[config.mk]
export PLATFORM = sky130hd
export DESIGN_NAME = serial_add_sub
export DESIGN_NICKNAME = d
export VERILOG_FILES = /design/src/rtl/serial_add_sub.sv
export SDC_FILE = /design/constraint.sdc
export NUM_CORES = 1
export LEC_CHECK = 0
export ABC_AREA = 1
export BUFFER_PORTS_ARGS = -buffer_cell sky130_fd_sc_hd__clkbuf_2
export CAP_MARGIN = 20
export CORE_MARGIN = 2
export CORE_UTILIZATION = 49
export DETAILED_ROUTE_END_ITERATION = 8
export PLACE_DENSITY_LB_ADDON = 0.3
export SKIP_LAST_GASP = 1
export SLEW_MARGIN = 20
export SYNTH_ARGS = -nofsm -noshare
export SYNTH_HDL_FRONTEND = slang
export SYNTH_SLANG_ARGS = --single-unit
[constraint.sdc]
create_clock -name Clk -period 1.2 [get_ports Clk]
set_input_delay 0.06 -clock Clk [delete_from_list [all_inputs] [get_ports Clk]]
set_output_delay 0.06 -clock Clk [all_outputs]
set_load 0.05 [all_outputs]
[src/rtl/serial_add_sub.sv]
// serial_add_sub: multi-cycle adder/subtractor. Each cycle it processes one
// DIGIT-bit digit, LSB first, through a ripple chain of full-adder slices and a
// carry flip-flop, under a Start/Busy/Done handshake.
// Optional feature macro: SERIAL_ADD_SUB_OVF_EN (builds the signed-overflow tap
// and the Ovf register; when it is undefined, Ovf is tied to 0).
module serial_add_sub #(
   parameter int unsigned WIDTH = 8,
   parameter int unsigned DIGIT = 1
) (
   input  logic             Clk,
   input  logic             Rst,
   input  logic             Start,
   input  logic             Sub,
   input  logic [WIDTH-1:0] A,
   input  logic [WIDTH-1:0] B,
   output logic             Busy,
   output logic             Done,
   output logic [WIDTH-1:0] S,
   output logic             Cout,
   output logic             Ovf
);

   localparam int unsigned N     = WIDTH / DIGIT;
   localparam int unsigned CNT_W = (N > 1) ? $clog2(N) : 1;

   typedef enum logic [1:0] {
      ST_IDLE = 2'd0,
      ST_RUN  = 2'd1,
      ST_DONE = 2'd2
   } state_t;

   state_t             state;
   state_t             state_next;

   logic [WIDTH-1:0]   a_sr;
   logic [WIDTH-1:0]   b_sr;
   logic [WIDTH-1:0]   res_sr;
   logic [WIDTH-1:0]   res_next;
   logic               carry;
   logic [CNT_W-1:0]   cnt;

   logic [DIGIT-1:0]   sum;
   logic [DIGIT:0]     c;

   logic               load;
   logic               last;

   // Operands are accepted only when no operation is in flight.
   assign load = Start && ((state == ST_IDLE) || (state == ST_DONE));
   assign last = (state == ST_RUN) && (cnt == CNT_W'(N - 1));

   // Ripple chain of DIGIT full-adder slices fed by the carry flip-flop.
   always_comb begin
      sum  = '0;
      c    = '0;
      c[0] = carry;
      for (int unsigned i = 0; i < DIGIT; i++) begin
         sum[i]   = a_sr[i] ^ b_sr[i] ^ c[i];
         c[i + 1] = (a_sr[i] & b_sr[i]) | (b_sr[i] & c[i]) | (a_sr[i] & c[i]);
      end
   end

   // New sum digit enters the result register from the MSB side.
   always_comb begin
      res_next = (res_sr >> DIGIT) | (WIDTH'(sum) << (WIDTH - DIGIT));
   end

   // State register.
   always_ff @(posedge Clk) begin
      if (Rst) state <= ST_IDLE;
      else     state <= state_next;
   end

   // Next-state logic and Moore handshake outputs.
   always_comb begin
      state_next = state;
      Busy       = 1'b0;
      Done       = 1'b0;
      case (state)
         ST_IDLE: begin
            if (Start) state_next = ST_RUN;
         end
         ST_RUN: begin
            Busy = 1'b1;
            if (last) state_next = ST_DONE;
         end
         ST_DONE: begin
            Done = 1'b1;
            if (Start) state_next = ST_RUN;
            else       state_next = ST_IDLE;
         end
         default: state_next = ST_IDLE;
      endcase
   end

   // Operand shift registers, carry, digit counter and result registers.
   always_ff @(posedge Clk) begin
      if (Rst) begin
         a_sr   <= '0;
         b_sr   <= '0;
         res_sr <= '0;
         carry  <= 1'b0;
         cnt    <= '0;
         S      <= '0;
         Cout   <= 1'b0;
      end else if (load) begin
         a_sr   <= A;
         b_sr   <= Sub ? ~B : B;
         res_sr <= '0;
         carry  <= Sub;
         cnt    <= '0;
      end else if (state == ST_RUN) begin
         a_sr   <= a_sr >> DIGIT;
         b_sr   <= b_sr >> DIGIT;
         res_sr <= res_next;
         carry  <= c[DIGIT];
         cnt    <= cnt + CNT_W'(1);
         if (last) begin
            S    <= res_next;
            Cout <= c[DIGIT];
         end
      end
   end

`ifdef SERIAL_ADD_SUB_OVF_EN
   // Signed overflow: carry into the MSB differs from carry out of it.
   always_ff @(posedge Clk) begin
      if (Rst)       Ovf <= 1'b0;
      else if (last) Ovf <= c[DIGIT - 1] ^ c[DIGIT];
   end
`else
   assign Ovf = 1'b0;
`endif

endmodule

# [Word level (Yosys, flattened, before mapping)]
# Cells that the tools add are included.
[word_totals] register_bits=39 inputBits=20 out_inout_bits=12
[op_classes] add_sub_neg=1 n_eq_ne=5 mux=13 n_bitwise=10 n_reduce_logical=8
[op_table] op="8-bit 2-to-1 mux" n=5
[op_table] op="8-bit NOT" n=1
[op_table] op="7-bit by 8-bit bitwise OR with 8-bit output" n=1
[op_table] op="2-bit case mux with 3 select lines" n=1
[op_table] op="1-bit 2-to-1 mux" n=5
[op_table] op="2-bit 2-to-1 mux" n=2
[op_table] op="2-bit inequality test (second input constant)" n=2
[op_table] op="3-bit by 1-bit adder with 3-bit output (second input constant)" n=1
[op_table] op="1-bit bitwise AND" n=3
[op_table] op="3-bit == test (second input constant)" n=1
[op_table] op="3-bit AND reduction" n=1
[op_table] op="2-bit by 1-bit == test with 1-bit output (second input constant)" n=1
[op_table] op="2-bit == test (second input constant)" n=1
[op_table] op="1-bit logical AND" n=2
[op_table] op="2-bit zero test" n=1
[op_table] op="1-bit bitwise OR" n=2
[op_table] op="2-bit AND reduction" n=1
[op_table] op="2-bit nonzero test" n=1
[op_table] op="2-bit OR reduction" n=1
[op_table] op="1-bit XOR" n=2
[op_table] op="1-bit logical OR" n=1
[op_table] op="1-bit NOT" n=1

# [Depth between registers and ports, before layout]
[logic_depth] word_depth=5 depth_mapped=8 ltp_nobuf=8

# [Worst setup path after synthesis]
# No wires, ideal clock.
[synth_path] path_type="reg2reg" start="register cnt[0]" end="register S[1]" setup_time_ns=0.069 arrival_ns=1.114 t_required_ns=1.131 path_slack_ns=0.017 stages_incl_launch_ff=8 path_buffers=0 period_less_slack_ns=1.183 path_cell_list="dfxtp_1 -> ha_1 -> ha_1 -> inv_1 -> nor2_8 -> inv_2 -> nand3_1 -> o21ai_1"
[synth_via] elab_chain_cells=3
[synth_rtl] item="start, declared" line_no="40" text="logic [CNT_W-1:0] cnt;"
[synth_rtl] item="start signal, assigned" line_no="117" text="cnt <= cnt + CNT_W'(1);"
[synth_rtl] item="3-bit == test" line_no="50" text="assign last = (state == ST_RUN) && (cnt == CNT_W'(N - 1));"
[synth_rtl] item="1-bit logical AND" line_no="50"
[synth_rtl] item="3-bit AND reduction (no source line)"
[synth_rtl] item="end signal, assigned" line_no="119" text="S <= res_next;"
[synth_rtl] item="end, declared" line_no="18" text="output logic [WIDTH-1:0] S,"
# No other way between the ends.
# A chain may end at the register's enable or synchronous reset.

# [Worst setup path in the final report]
[layout_path] start="register state[0]" end="register res_sr[6]"
[layout_via] elab_chain_cells=4
[layout_rtl] item="start, declared" line_no="32" text="state_t state;"
[layout_rtl] item="start signal, assigned" line_no="71" text="else state <= state_next;"
[layout_rtl] item="2-bit == test / 2-bit zero test (equally long branches)" line_no="49" text="assign load = Start && ((state == ST_IDLE) || (state == ST_DONE));"
[layout_rtl] item="1-bit logical OR" line_no="49"
[layout_rtl] item="1-bit logical AND" line_no="49"
[layout_rtl] item="2-bit OR reduction (no source line)"
[layout_rtl] item="end signal, assigned" line_no="115" text="res_sr <= res_next;"
[layout_rtl] item="end, declared" line_no="37" text="logic [WIDTH-1:0] res_sr;"
# Several ways; a longest one is shown, not always the timed one.

==> results.txt <==
status - finished, final reports clean
number of global-route vias before repair - 1431
CP peak stage delay - 0.40 ns
WHS Path Cells - 3
initial core utilization - 51.8%
Leak Pwr - 1.09 nW
Worst-path clk slew - 0.13 ns
Post-synth EDFFs - 0
port bufs - 30
Power Dens Cells - 1240 nW/um^2
CP max FO - 6
Pins Over Slew Limit - 0
initial antenna violation count - 0
CP Depth - 5
yosys warns - 0
Yosys top cell area share - 43.7%
asr flop ratio synth - 0%
Top-Level Pins - 32
endpoints failing hold - 0
antenna viol nets, final - 0
row cnt - 21
setup slack, reg-to-reg - 0.01 ns
Tot Pwr - 2.74 mW
Final GP Congestion - 0.772
CP delay by family, top - flip-flops
final setup fails - 0
worst hold slack - 0.00331 ns
CP Class - reg2reg
Initial DRC Count - 89
CP startpoint kind - flop
R2R Path End - res_sr[6]$_SDFFE_PP0N_
die height - 63.6 um
register area share after synthesis - 43.7%
unrepaired setup endpoints after global routing - yes
GR Util All Layers - 20.6%
Detailed Place HPWL - 2410 um
placed insts - 306
CTS Buf Count - 5
clk sinks - 38
FF+latch count, synth - 38
top cells by area, synth - dfxtp_1 (44%), nand2_1 (13%), nor2_1 (6.9%)
Ant. Diodes - 0
synthesized cell area - 1740 sq um
area leader, netlist - dfxtp_1
H-Tree Depth - 2
Arrival @ worst endpoint - 1.49 ns
Final Util - 65.7%
R2R Path Start - state[0]$_SDFFE_PP0P_
most frequent cells after synthesis - nand2_1 (58), dfxtp_1 (38), nor2_1 (32)
CTS tree - done
critical path buffer and inverter count - 2
Die ar. - 4050 sq um
crit share post-route - 99.1%
Fillers - 306
cell count after synthesis - 234
hold crit path type - in2reg
Synth cell types - 28
Max Cap Viol - 0
core area - 3360 sq um
largest net degree at the start of global routing - 27
Net Count, Synth - 257
fin cells - 328
CTS Root Cell - clkbuf_4
Peak VDD IR - 0.588 mV
crit path from - state[0]$_SDFFE_PP0P_
drt drc - 0
worst-case reg-to-reg path depth - 5
area delta synth->final - 26.9%
Post-Route WL - 3960 um
total gr overflow - 0
Clock Latency Late Sink - 0.36 ns
Synth Flop Type - dfxtp_1
Final #Nets - 304
first-pass GRT wire length - 6430 um
drt wl/cell - 12.1 um
drt pass-1 iters - 4
crit-path cells - buf_4 -> nor2_4 -> nor2_2 -> inv_1 -> a21oi_1
syn_area_per_cell - 7.44 sq um
Fmax - 0.841 GHz
via-per-instance ratio - 4.91
via count - 1612
Setup crit end - res_sr[6]$_SDFFE_PP0N_
Req. time, crit path - 1.50 ns
ratio of cells with drive above 1 in the final layout - 29.1%
Die Span X - 63.6 um
Worst Setup End Kind - flop
clock buffer depth - 2
Slowest-stage cell, CP - dfxtp_4
most frequent cell after synthesis - nand2_1
Setup Skew - 0.00808 ns
post-layout min period - 1.19 ns
[cell usage in the layout (no fill, tap or decap), drive strengths merged]
master,Yosys,final
ha,2,2
nand3b,1,1
fa,1,1
nor2,34,35
o21ai,20,20
buf,9,12
clkinvlp,0,2
nor3,7,7
clkinv,0,2
dfxtp,38,38
xor2,1,1
inv,27,26
bufinv,0,1
or2,1,1
conb,1,1
a21oi,11,11
nand3,18,18
dlygate4sd3,0,5
o211ai,1,1
clkbuf,0,34
nand2,62,63
[state kept, by name, summed over array words and instances, names as in the netlist]
register	flops
Cout	1
res_sr	7
b_sr	8
S	8
a_sr	8
state	2
carry	1
cnt	3
[area by class of cell]
type,instances,area [sq um],area share [%]
Timing Repair Buffer,46,323,14.6
Clock buffer,5,37.5,1.70
Tap cell,46,57.6,2.60
Clock inverter,3,45.0,2.04
Inverter,27,119,5.38
Multi-Input combinational cell,162,855,38.7
Sequential cell,38,769,34.8
Timing Repair inverter,1,5.00,0.226
[per-layer routing]
| layer | share of wire (%) | global-route usage, % | up-vias | routed length (um) |
|---|---|---|---|---|
| met4 | 1.4 | 8.97 | 0 | 55 |
| li1 | - | - | 827 | - |
| met3 | 4.9 | 5.71 | 6 | 195 |
| met2 | 48 | 34.6 | 45 | 1900 |
| met5 | 0 | 0 | - | 0 |
| met1 | 46 | 24.4 | 734 | 1810 |
[what timing repair did]
| item | in CTS | in global routing |
|---|---|---|
| gates resized for setup | 13 | 27 |
| pin swaps | 2 | 4 |
| setup buffers | 4 | 0 |
| hold buffers | 5 | 0 |
| gates cloned | 0 | 5 |
| endpoints found under the setup margin | 11 | 34 |
| endpoints found under the hold margin | 4 | 0 |
[where the power goes]
part / switching (mW) / internal (mW) / total, mW / leakage, nW
combinational: 0.272 / 0.189 / 0.461 / 0.743
sequential: 0.0417 / 1.33 / 1.37 / 0.313
clock: 0.470 / 0.437 / 0.907 / 0.0374
total: 0.784 / 1.95 / 2.74 / 1.09
[cells by family (layout without fill, tap and decap cells)]
logic type	after synthesis	count (layout)	synth area share, %
and+or+nand+nor	123	125	32.0
DFF	38	38	43.7
buffers and inverters	36	82	11.2
AOI/OAI and AO/OA	32	32	9.77
adders and majority gates	3	3	2.59
other	1	1	0.215
xor gates and xnor gates	1	1	0.503
[through the flow]
| step | setup WS, ns | setup TNS, ns | cell area [sq um] |
|---|---|---|---|
| 2_1_floorplan | 0.0171 | 0 | 1740 |
| 3_3_place_gp | -0.0151 | -0.0456 | 1900 |
| 3_5_place_dp | -0.0399 | -0.170 | 1900 |
| 4_1_cts | -0.0259 | -0.0279 | 2100 |
| 5_1_grt | -0.0384 | -0.482 | 2210 |
| 6_report | 0.0108 | 0 | 2210 |
[how the worst min path moves through the flow]
stage / start / endpoint / slack (ns)
floorplan: Rst / a_sr[7]$_SDFFE_PP0P_ / 0.13
global route: A[4] / a_sr[4]$_SDFFE_PP0P_ / 0.02
detailed placement: Rst / a_sr[7]$_SDFFE_PP0P_ / 0.31
global placement: Rst / a_sr[7]$_SDFFE_PP0P_ / 0.30
finish: A[2] / a_sr[2]$_SDFFE_PP0P_ / 0.003
CTS: A[5] / a_sr[5]$_SDFFE_PP0P_ / 0.006
[worst min-delay path, cell delays in order]
cell and delay, ns:
clkbuf_2 0.07, o21ai_0 0.09, nor3_2 0.10
No activity file was read; power rests on OpenSTA's default activity.
